## src/rtl/core_pkg.sv

```systemverilog
// Shared core definitions used by the writeback stage and its helpers:
// default datapath widths, load funct3 encodings, writeback source tags
// and the long-latency starvation FSM states.
package core_pkg;

  localparam int XLEN_DEF           = 32;
  localparam int REG_ADDR_WIDTH_DEF = 5;

  localparam logic [2:0] F3_LB  = 3'b000;
  localparam logic [2:0] F3_LH  = 3'b001;
  localparam logic [2:0] F3_LW  = 3'b010;
  localparam logic [2:0] F3_LBU = 3'b100;
  localparam logic [2:0] F3_LHU = 3'b101;

  typedef enum logic [1:0] {
    WB_NONE = 2'd0,
    WB_PIPE = 2'd1,
    WB_LU   = 2'd2
  } wb_src_e;

  typedef enum logic [1:0] {
    IDLE  = 2'd0,
    WAIT  = 2'd1,
    FORCE = 2'd2
  } starv_state_e;

endpackage

```

## src/rtl/wb_arbiter_load_align.sv

```systemverilog
// load_align: combinational load lane extraction and sign/zero extension.
// Flags halfword/word accesses whose byte offset breaks natural alignment.
// Also used by the store/debug path, so it carries no state.
module load_align
  import core_pkg::*;
#(
  parameter int XLEN = XLEN_DEF
) (
  input  logic [XLEN-1:0] data,
  input  logic [2:0]      funct3,
  input  logic [1:0]      byte_off,
  output logic [XLEN-1:0] value,
  output logic            misaligned
);

  logic [7:0]  byte_s;
  logic [15:0] half_s;

  // Select the addressed byte and halfword lanes of the raw word.
  always_comb begin
    case (byte_off)
      2'd0:    byte_s = data[7:0];
      2'd1:    byte_s = data[15:8];
      2'd2:    byte_s = data[23:16];
      2'd3:    byte_s = data[31:24];
      default: byte_s = data[7:0];
    endcase
    if (byte_off[1]) begin
      half_s = data[31:16];
    end else begin
      half_s = data[15:0];
    end
  end

  // Extend the selected lane by load type; unknown types behave as LW.
  always_comb begin
    value      = data;
    misaligned = 1'b0;
    case (funct3)
      F3_LB:   value = {{(XLEN-8){byte_s[7]}}, byte_s};
      F3_LBU:  value = {{(XLEN-8){1'b0}}, byte_s};
      F3_LH: begin
        value      = {{(XLEN-16){half_s[15]}}, half_s};
        misaligned = byte_off[0];
      end
      F3_LHU: begin
        value      = {{(XLEN-16){1'b0}}, half_s};
        misaligned = byte_off[0];
      end
      default: begin
        value      = data;
        misaligned = (byte_off != 2'd0);
      end
    endcase
  end

endmodule

```

## src/rtl/wb_arbiter.sv

```systemverilog
// wb_arbiter: writeback stage merging the in-order MEM result and the
// long-latency (mul/div) result into one registered regfile write, which is
// also exported as a forwarding entry. The MEM stage always wins; a
// starvation FSM raises stall_req once the long-latency unit has been
// blocked LU_WAIT_MAX consecutive cycles.
// Optional build macro: WB_RETIRE_CNT_EN adds a 64-bit retire_cnt output.
module wb_arbiter
  import core_pkg::*;
#(
  parameter int XLEN           = XLEN_DEF,
  parameter int REG_ADDR_WIDTH = REG_ADDR_WIDTH_DEF,
  parameter int LU_WAIT_MAX    = 4
) (
  input  logic                      clk,
  input  logic                      rst,
  input  logic                      pipe_valid,
  input  logic                      pipe_we,
  input  logic [REG_ADDR_WIDTH-1:0] pipe_rd_addr,
  input  logic [XLEN-1:0]           pipe_data,
  input  logic                      pipe_is_load,
  input  logic [2:0]                pipe_funct3,
  input  logic [1:0]                pipe_byte_off,
  input  logic                      lu_valid,
  output logic                      lu_ready,
  input  logic [REG_ADDR_WIDTH-1:0] lu_rd_addr,
  input  logic [XLEN-1:0]           lu_data,
  output logic                      stall_req,
  output logic [REG_ADDR_WIDTH-1:0] rd_addr,
  output logic [XLEN-1:0]           rd_data,
  output logic                      write_en,
  output logic                      fwd_valid,
  output logic [REG_ADDR_WIDTH-1:0] fwd_addr,
  output logic [XLEN-1:0]           fwd_data,
  output logic                      misalign_err
`ifdef WB_RETIRE_CNT_EN
  ,
  output logic [63:0]               retire_cnt
`endif
);

  localparam logic [3:0] WAIT_MAX_C = 4'(LU_WAIT_MAX);

  logic                      pipe_slot_s;
  logic                      lu_xfer_s;
  logic [XLEN-1:0]           load_val_s;
  logic                      load_mis_s;
  wb_src_e                   wb_src_s;
  logic [REG_ADDR_WIDTH-1:0] win_addr_s;
  logic [XLEN-1:0]           win_data_s;
  logic                      win_mis_s;
  starv_state_e              state_r;
  starv_state_e              state_s;
  logic [3:0]                wait_cnt_r;
  logic [3:0]                wait_cnt_s;

  assign pipe_slot_s = pipe_valid & pipe_we;
  // Held low during reset so a pending LU result is never taken then.
  assign lu_ready    = lu_valid & ~pipe_slot_s & ~rst;
  assign lu_xfer_s   = lu_valid & lu_ready;

  load_align #(.XLEN(XLEN)) u_load_align (
    .data       (pipe_data),
    .funct3     (pipe_funct3),
    .byte_off   (pipe_byte_off),
    .value      (load_val_s),
    .misaligned (load_mis_s)
  );

  // Pick the writeback winner and the value it would write.
  always_comb begin
    wb_src_s   = WB_NONE;
    win_addr_s = {REG_ADDR_WIDTH{1'b0}};
    win_data_s = {XLEN{1'b0}};
    win_mis_s  = 1'b0;
    if (pipe_slot_s) begin
      wb_src_s   = WB_PIPE;
      win_addr_s = pipe_rd_addr;
      win_mis_s  = pipe_is_load & load_mis_s;
      if (pipe_is_load) begin
        win_data_s = load_val_s;
      end else begin
        win_data_s = pipe_data;
      end
    end else if (lu_xfer_s) begin
      wb_src_s   = WB_LU;
      win_addr_s = lu_rd_addr;
      win_data_s = lu_data;
    end else begin
      wb_src_s   = WB_NONE;
    end
  end

  // Starvation FSM next state and blocked-cycle counter.
  always_comb begin
    state_s    = state_r;
    wait_cnt_s = wait_cnt_r;
    case (state_r)
      IDLE: begin
        if (lu_valid && pipe_slot_s) begin
          wait_cnt_s = 4'd1;
          if (4'd1 >= WAIT_MAX_C) begin
            state_s = FORCE;
          end else begin
            state_s = WAIT;
          end
        end else begin
          wait_cnt_s = 4'd0;
          state_s    = IDLE;
        end
      end
      WAIT: begin
        if (!lu_valid || lu_xfer_s) begin
          wait_cnt_s = 4'd0;
          state_s    = IDLE;
        end else begin
          wait_cnt_s = wait_cnt_r + 4'd1;
          if (wait_cnt_s >= WAIT_MAX_C) begin
            state_s = FORCE;
          end else begin
            state_s = WAIT;
          end
        end
      end
      FORCE: begin
        if (lu_xfer_s) begin
          wait_cnt_s = 4'd0;
          state_s    = IDLE;
        end else begin
          wait_cnt_s = wait_cnt_r;
          state_s    = FORCE;
        end
      end
      default: begin
        wait_cnt_s = 4'd0;
        state_s    = IDLE;
      end
    endcase
  end

  // Starvation FSM state, counter and registered stall request.
  always_ff @(posedge clk or posedge rst) begin
    if (rst) begin
      state_r    <= IDLE;
      wait_cnt_r <= 4'd0;
      stall_req  <= 1'b0;
    end else begin
      state_r    <= state_s;
      wait_cnt_r <= wait_cnt_s;
      stall_req  <= (state_s == FORCE);
    end
  end

  // Register the winning write; a misaligned load becomes an error pulse.
  always_ff @(posedge clk or posedge rst) begin
    if (rst) begin
      rd_addr      <= {REG_ADDR_WIDTH{1'b0}};
      rd_data      <= {XLEN{1'b0}};
      write_en     <= 1'b0;
      misalign_err <= 1'b0;
    end else begin
      write_en     <= (wb_src_s != WB_NONE) && !win_mis_s;
      misalign_err <= win_mis_s;
      if (wb_src_s != WB_NONE) begin
        rd_addr <= win_addr_s;
        rd_data <= win_data_s;
      end else begin
        rd_addr <= rd_addr;
        rd_data <= rd_data;
      end
    end
  end

  assign fwd_addr  = rd_addr;
  assign fwd_data  = rd_data;
  assign fwd_valid = write_en & (rd_addr != {REG_ADDR_WIDTH{1'b0}});

`ifdef WB_RETIRE_CNT_EN
  // Retired-instruction count: one per MEM instruction, one per LU transfer.
  always_ff @(posedge clk or posedge rst) begin
    if (rst) begin
      retire_cnt <= 64'd0;
    end else begin
      retire_cnt <= retire_cnt + {63'd0, pipe_valid} + {63'd0, lu_xfer_s};
    end
  end
`endif

endmodule

```

## config.mk

```make
export PLATFORM = sky130hd
export DESIGN_NAME = wb_arbiter
export DESIGN_NICKNAME = d
export VERILOG_FILES = /design/src/rtl/core_pkg.sv /design/src/rtl/wb_arbiter_load_align.sv /design/src/rtl/wb_arbiter.sv
export SDC_FILE = /design/constraint.sdc
export NUM_CORES = 1
export LEC_CHECK = 0
export ABC_AREA = 0
export CAP_MARGIN = 20
export CORE_ASPECT_RATIO = 1.1
export CORE_UTILIZATION = 31
export DETAILED_ROUTE_END_ITERATION = 8
export PLACE_DENSITY = 0.75
export SKIP_CTS_REPAIR_TIMING = 1
export SYNTH_ARGS = -nofsm -noshare
export SYNTH_HDL_FRONTEND = slang
export SYNTH_SLANG_ARGS = --single-unit
```

## constraint.sdc

```tcl
create_clock -name clk -period 1.6 [get_ports clk]
set_input_delay 0.32 -clock clk [delete_from_list [all_inputs] [get_ports clk]]
set_output_delay 0.32 -clock clk [all_outputs]
set_load 0.01 [all_outputs]
```

==> results of run 1 <==
==> kinds of logic after synthesis <==
family | share of synthesized area (%)
muxes | 12.4
xor gates and xnor gates | 0.280
AOI/OAI and AO/OA | 20.2
DFF | 36.8
and+or+nand+nor | 16.4
buffers and inverters | 13.5
adders and majority gates | 0.400
==> through the flow <==
step,area [um^2],cells,TNS (ns)
detailed placement,4780,605,-17.27
finish,5150,617,-0.238
global placement,4780,605,-15.51
floorplan,3130,347,0
CTS,4890,613,-5.25
global route,5150,617,-0.519
==> worst max-delay path by stage <==
stage / from / to / cells after the start
finish: fwd_addr[1]$_DFFE_PP0P_ / fwd_valid / 3
global route: fwd_addr[1]$_DFFE_PP0P_ / fwd_valid / 3
CTS: fwd_addr[1]$_DFFE_PP0P_ / fwd_valid / 3
detailed placement: pipe_byte_off[0] / fwd_data[18]$_DFFE_PP0P_ / 6
global placement: lu_valid / fwd_data[31]$_DFFE_PP0P_ / 7
floorplan: pipe_byte_off[1] / fwd_data[16]$_DFFE_PP0P_ / 6
==> routing by layer <==
layer,vias up,global-route usage (%)
li1,1517,-
met1,1561,24.4
met2,172,35.2
met3,38,3.83
met4,0,8.66
met5,-,0
==> synthesized netlist by cell type, types with 4 or more instances <==
cell,count,area [um^2]
o22ai_1,9,56.3
o221a_2,7,78.8
nand3_1,7,35.0
mux2i_1,17,170
a32o_1,17,170
o21ai_0,20,100
clkbuf_1,8,30.0
nor3_1,7,35.0
nor2_1,11,41.3
nand2_1,63,236
dfrtp_1,46,1150
a31oi_1,13,81.3
mux2_2,18,203
a21oi_1,17,85.1
nor2b_1,4,25.0
buf_2,9,45.0
buf_4,40,300
==> state kept, by name, summed over array words and instances (netlist names) <==
register	count
misalign_err	1
state_r	2
fwd_data	32
fwd_addr	5
write_en	1
wait_cnt_r	4
stall_req	1
==> where the power goes <==
part | internal [mW] | switching, mW | total, mW
Combinational | 1.05 | 0.720 | 1.77
Clock | 0.437 | 0.415 | 0.852
Sequential | 1.32 | 0.132 | 1.46
Total | 2.81 | 1.27 | 4.08
==> cell type report <==
class | count | share of cell area [%]
timing repair buffer | 202 | 40.4
multi-input combinational | 238 | 32.0
sequential | 46 | 22.4
tap | 120 | 2.92
clock buffer | 8 | 2.14
inverter | 2 | 0.146
antenna | 1 | 0.0486
==> worst reg2reg max path: stages (launching register included) <==
cell       delay (ns)
dfrtp_2          0.47
ha_1             0.26
xnor2_1          0.15
o21ai_1          0.14
a2111oi_2        0.41
==> impl_metrics.ini, run 1 <==
[die]
dieHeight_um = 107
core_area_mm2 = 0.00984
rows = 38
ios = 164
start_util_pct = 31.8
die_w_um = 97.8
die_area_mm2 = 0.0105

[cells_and_area]
final_nets = 581
multi_input_area_mm2 = 0.00165
area_growth_pct = 64.7
fillers = 875
drive_gt1_share_pct = 20.4
final_common_cell = clkdlybuf4s50_1
seqCellArea_mm2 = 0.00115
final_cell_mix = clkdlybuf4s50_1, nand2_1, dfrtp_1
final_util_pct = 52.3

[clocking]
cts_buffers = 5
cts_buffer_depth = 2
clock_latency_ns = 0.30
clock-sinks = 46
cts_tree = done
clk_pin_slew_ns = 0.09
cts_root_buffer = clkbuf_8
htreeDepth = 2

[routing]
top_layer = met4
drt_iter0_drc = 310
avgViaCountPerCell = 5.33
vias = 3288
drt-total-wl_um = 10900
wl_met3_um = 703
routedWlPerCell_um = 17.7
drc = 22
wl_met2_um = 5380
wl_met1_um = 4440
drtAntennaViolNets = 0
firstDrtPassIters = 6

[worst_setup_path]
critPathMaxStageDelay_ns = 0.53
crit_buf_inv = 1
crit_family = simple AND/OR/NAND/NOR gates
critPathRequiredTime_ns = 1.28
r2r_setup_slack_ns = 0.05
reg2reg_to = state_r[0]$_DFF_PP0_
slowest_stage = or4_4
r2r_cells = 4
endpoint_kind = output port
arrival_ns = 1.52
r2r_start = wait_cnt_r[0]$_DFFE_PP0P_
path_class = reg2out
path_cells = or4_4 > o21a_1 > clkbuf_2
worstPathMaxFanout = 2
crit_path_start_kind = flip-flop

[placed_design]
dp_hpwl_um = 8120
portBuffers = 163
place.gp.congestion = 0.943
pre_cts_slack_ns = -0.458

[sta]
grt_setup_unrepaired = true
finalHoldViolCount = 0
fin_ws_ns = -0.238
fin_crit_ns = 1.84
min_period_over_period_pct = 115
hold-worst-slack_ns = 0.421
fmax_mhz = 544
relSlewSlack_pct = 73.0
worst_pin_slew_ns = 0.403
slew_viol_final = 0
setup_viol = 1
skew_ns = 0.00119

[min_path]
hold_depth = 3
holdPathEnd = fwd_data[15]$_DFFE_PP0P_
min-delay-start = pipe_data[15]
hold_path_class = in2reg

[logic_synthesis]
syn_inst = 347
synth_nets = 433
synthArstFlopShare_pct = 100
synth-edff-count = 0
synthesis.area_mm2 = 0.00313
yosys_warnings = 0
ys_seq_elements = 46
ys_seq_area_share_pct = 36.8
ys_types = 43
syn_area_per_cell_um2 = 9.01
synth_flop_cell = dfrtp_1

[power_and_ir_drop]
total_power_mw = 4.08
power.density_mw_per_mm2 = 792
total_leakage_power_nw = 2.46
ir_drop_uv = 471

[grt]
grt_usage_pct = 20.2
grt_max_degree = 26
antenna_found_initial = 1
grt_pass1_vias = 3355
overflow = 0
grt_pass1_wl_um = 16600

[run]
cap_violations = 0

[run_status]
violations = DRC, setup timing
outcome = finished with violations
Power figures use the tool's default switching activity.
==> run 2, diff against run 1 <==
Settings changed: GPL_TIMING_DRIVEN set to 0, PLACE_DENSITY 0.75 to 0.71, SLEW_MARGIN set to 20.
==> run 2 against run 1 <==
Effect of this change:
- the run still ends with DRC, setup timing left
- non-clock buffer count grew 41
- hold slack lost 0.38 ns
- sequential power is essentially flat
- maximum frequency shrank 1.2%
- clock-buffer cell count shrank 3
- final area grew 5.4%
- largest power group unchanged
==> impl_metrics.ini, run 2 (synthesis results as in run 1) <==
[clocking]
cts_buffers = 5
clock_latency_ns = 0.31
cts_root_buffer = clkbuf_8
cts_buffer_depth = 2
clock-sinks = 46
cts_tree = done
clk_pin_slew_ns = 0.10
htreeDepth = 2

[power_and_ir_drop]
power.density_mw_per_mm2 = 757
ir_drop_uv = 390
total_leakage_power_nw = 2.90

[cells_and_area]
final_common_cell = clkdlybuf4s50_1
largest_reg_flops = 32
final_nets = 622
fillers = 869
seqCellArea_mm2 = 0.00115
diodes = 0
final_cell_mix = clkdlybuf4s50_1, dlymetal6s2s_1, nand2_1, buf_4, dfrtp_1
drive_gt1_share_pct = 25.1
stdcell_count = 657
multi_input_area_mm2 = 0.00163
area_growth_pct = 73.6

[worst_setup_path]
r2r_setup_slack_ns = 0.11
r2r_start = wait_cnt_r[0]$_DFFE_PP0P_
crit_buf_inv = 1
crit_path_start_kind = flip-flop
endpoint_kind = output port
crit_family = simple AND/OR/NAND/NOR gates
worstPathMaxFanout = 3
path_cells = or4_4 > o21a_1 > clkbuf_2
path_class = reg2out
critPathRequiredTime_ns = 1.28
slowest_stage = or4_4
r2r_cells = 4
arrival_ns = 1.54
reg2reg_to = state_r[0]$_DFF_PP0_
critPathMaxStageDelay_ns = 0.54

[die]
ios = 164
dieHeight_um = 107
start_util_pct = 31.8
core_area_mm2 = 0.00984
rows = 38
die_area_mm2 = 0.0105
die_w_um = 97.8

[routing]
drt-total-wl_um = 10900
drc = 22
routedWlPerCell_um = 16.6
drtAntennaViolNets = 0
vias = 3352
firstDrtPassIters = 7
avgViaCountPerCell = 5.10
drt_iter0_drc = 211

[placed_design]
place.gp.congestion = 0.885
pre_cts_slack_ns = -1.17
portBuffers = 162
dp_hpwl_um = 8370
dp.cells = 630

[grt]
grt_busiest_layer = met2
overflow = 0
met3_usage_pct = 4.42
grt_use_met2_pct = 36.8
antenna_found_initial = 0
grt_usage_pct = 20.4
grt_pass1_wl_um = 16800
grt_pass1_vias = 3313
met1_usage_pct = 24.7
grt_max_degree = 28

[sta]
relSlewSlack_pct = 65.1
fmax_mhz = 537
setup_viol = 2
worst_pin_slew_ns = 0.524
min_period_over_period_pct = 116
fin_crit_ns = 1.86
slew_viol_final = 0
grt_setup_unrepaired = true
finalHoldViolCount = 0
fin_ws_ns = -0.261
skew_ns = 0.00114

[run_status]
outcome = finished with violations
violations = DRC, setup timing

[run]
cap_violations = 0

[min_path]
hold_path_class = in2async
[run 2: worst max path at each step]
stage,start,to,slack [ns],depth (start not counted)
floorplan,pipe_byte_off[1],fwd_data[16]$_DFFE_PP0P_,0.1,6
global placement,rst,lu_ready,-1.12,7
detailed placement,rst,lu_ready,-1.17,7
CTS,rst,lu_ready,-1.17,7
global route,fwd_addr[1]$_DFFE_PP0P_,fwd_valid,-0.32,3
finish,fwd_addr[1]$_DFFE_PP0P_,fwd_valid,-0.26,3
[run 2: per-layer routing]
metal | wire, um | share of wire [%] | vias up
li1 | - | - | 1596
met1 | 4490 | 41 | 1625
met2 | 5620 | 52 | 118
met3 | 654 | 6.0 | 13
met4 | 121 | 1.1 | 0
met5 | 0 | 0 | -
[run 2: worst reg2reg max path, cell delays in order, from the launching register on]
cell       delay, ns
dfrtp_2         0.46
ha_1            0.25
xnor2_1         0.13
o21ai_0         0.14
a2111oi_1       0.38
[run 2: report_power, final]
group          switching, mW  total [mW]  internal, mW
logic                  0.740        1.93          1.19
registers              0.135        1.46          1.32
clock network          0.419       0.726         0.308
total                   1.29        4.11          2.82
[run 2: per-stage QoR]
| step | util [%] | power, mW | hold slack [ns] | setup TNS (ns) | instance area, um^2 |
|---|---|---|---|---|---|
| after floorplan | - | 2.35 | 0.442 | 0 | 3130 |
| after global placement | 49.8 | 3.32 | 0.499 | -67.65 | 4900 |
| after detailed placement | 50.0 | 3.37 | 0.516 | -30.55 | 4920 |
| after CTS | 50.9 | 4.12 | 0.439 | -17.96 | 5010 |
| after global routing | 55.2 | 4.35 | 0.0850 | -0.441 | 5430 |
| final | 55.2 | 4.11 | 0.0455 | -0.356 | 5430 |
[run 2: final cells by class]
cell class	instances	share of cell area [%]
inverters	2	0.138
plain buffers	60	8.34
multi-input cells	238	29.9
repair buffers	183	35.9
clock buffers	5	1.27
flip-flops and latches	46	21.2
well taps	120	2.77
clock inverters	3	0.392
==> run 3, diff against run 2 <==
Settings changed: RECOVER_POWER set to 50.
==> run 3 against run 2 <==
Effect of this change:
- the flow still finishes with violations (DRC, setup timing)
- non-clock buffer count did not move
- critical path depth did not move
- clock power rose by 1%
- flip-flop and latch count did not move
- power fell by 0.11%
- clock-buffer cell count did not move
- final area fell by 2.0%
- hold slack improved by 0.13 ns
- via count rose by 0.27%
- sequential share of layout area rose by 0.43 points
- cell count did not move
- core utilization fell by 1.1 points
- critical path type unchanged
- critical endpoint unchanged
- largest power group unchanged
==> impl_metrics.ini, run 3 (synthesis results as in run 1) <==
[routing]
drt_iter0_drc = 175
drc = 22
drtAntennaViolNets = 0
routedWlPerCell_um = 16.6
drt-total-wl_um = 10900
avgViaCountPerCell = 5.12
firstDrtPassIters = 8
vias = 3361

[die]
ios = 164
die_area_mm2 = 0.0105
die_w_um = 97.8
rows = 38
core_area_mm2 = 0.00984
dieHeight_um = 107
start_util_pct = 31.8

[clocking]
clock_latency_ns = 0.31
clk_pin_slew_ns = 0.10
cts_tree = done
htreeDepth = 2
cts_root_buffer = clkbuf_8
clock-sinks = 46
cts_buffer_depth = 2
cts_buffers = 5

[sta]
grt_setup_unrepaired = true
fmax_mhz = 535
fin_crit_ns = 1.87
finalHoldViolCount = 0
worst_pin_slew_ns = 0.738
fin_ws_ns = -0.269
setup_viol = 2
min_period_over_period_pct = 117
skew_ns = 0.000674
slew_viol_final = 0
setup_tns_ns = -0.486
relSlewSlack_pct = 50.7

[power_and_ir_drop]
total_leakage_power_nw = 2.58
power.density_mw_per_mm2 = 772
power_frac_comb_pct = 46.5
internal_power_mw = 2.80
pwr-share-seq_pct = 35.6
ir_drop_uv = 392
pwr-share-clk_pct = 17.9
switching_share_pct = 31.8
p_sw_mw = 1.31

[worst_setup_path]
worstPathMaxFanout = 3
critPathRequiredTime_ns = 1.28
path_class = reg2out
arrival_ns = 1.55
crit_buf_inv = 1
crit_family = simple AND/OR/NAND/NOR gates
endpoint_kind = output port
slowest_stage = or4_4
crit_path_start_kind = flip-flop
path_cells = or4_4 > o21a_1 > clkbuf_2
critPathMaxStageDelay_ns = 0.54

[cells_and_area]
diodes = 0
drive_gt1_share_pct = 24.8
area_growth_pct = 70.2
final_cell_mix = clkdlybuf4s50_1, nand2_1, buf_4
largest_reg_flops = 32
final_nets = 622
final_cell_area_mm2 = 0.00532
final_common_cell = clkdlybuf4s50_1

[grt]
grt_max_degree = 28
grt_usage_pct = 20.4
antenna_found_initial = 0
grt_pass1_wl_um = 16800
overflow = 0
grt_pass1_vias = 3313

[placed_design]
place_area_mm2 = 0.00492
portBuffers = 162
place.gp.congestion = 0.885
dp_hpwl_um = 8370

[run_status]
violations = DRC, setup timing
outcome = finished with violations

[min_path]
hold_path_class = in2async

[run]
cap_violations = 0
run 3: power by group through the flow:
stage | registers [mW] | logic [mW] | clock network [mW]
after floorplan | 1.53 | 0.812 | 0
after global placement | 1.48 | 1.84 | 0
after detailed placement | 1.49 | 1.88 | 0
after CTS | 1.47 | 1.89 | 0.758
after global routing | 1.48 | 2.05 | 0.804
final | 1.46 | 1.91 | 0.735
run 3: worst reg2reg max path: stages (launching register included):
cell       delay [ns]
dfrtp_2          0.46
ha_1             0.25
xnor2_1          0.14
o21ai_0          0.15
a2111oi_1        0.38
run 3: final timing paths:
kind                                           start  cells past startpoint  slack (ns)                        end
max                          fwd_addr[1]$_DFFE_PP0P_                      3       -0.27                  fwd_valid
min                                              rst                      2        0.18    fwd_data[3]$_DFFE_PP0P_
max reg2reg                wait_cnt_r[0]$_DFFE_PP0P_                      4        0.10       state_r[0]$_DFF_PP0_
min reg2reg                     state_r[1]$_DFF_PP0_                      1        0.52       state_r[0]$_DFF_PP0_
max in group asynchronous                        rst                      3        0.27  wait_cnt_r[0]$_DFFE_PP0P_
min in group clk                        pipe_is_load                      3        0.34     misalign_err$_DFF_PP0_
run 3: cell type report:
| type | count | area [um^2] |
|---|---|---|
| fillers | 891 | 4520 |
| plain buffers | 60 | 447 |
| clock inverters | 3 | 21.3 |
| well taps | 120 | 150 |
| clock buffers | 5 | 68.8 |
| inverters | 2 | 7.51 |
| flip-flops and latches | 46 | 1150 |
| multi-input cells | 238 | 1630 |
| repair buffers | 183 | 1850 |
run 3: layer usage:
layer,wire length [um],vias to the layer above,GRT usage (%)
li1,-,1597,-
met1,4410,1612,24.7
met2,5650,136,36.8
met3,722,16,4.42
met4,130,0,4.65
met5,0,-,0
run 3: stage by stage:
stage / hold WS, ns / worst slack (ns) / power (mW) / utilization, % / cells
finish: 0.178 / -0.269 / 4.11 / 54.1 / 657
global route: 0.269 / -0.318 / 4.34 / 54.1 / 657
CTS: 0.439 / -1.17 / 4.12 / 50.9 / 638
detailed placement: 0.516 / -1.17 / 3.37 / 50.0 / 630
global placement: 0.499 / -1.12 / 3.32 / 49.8 / 629
floorplan: 0.442 / 0.0974 / 2.35 / - / 347
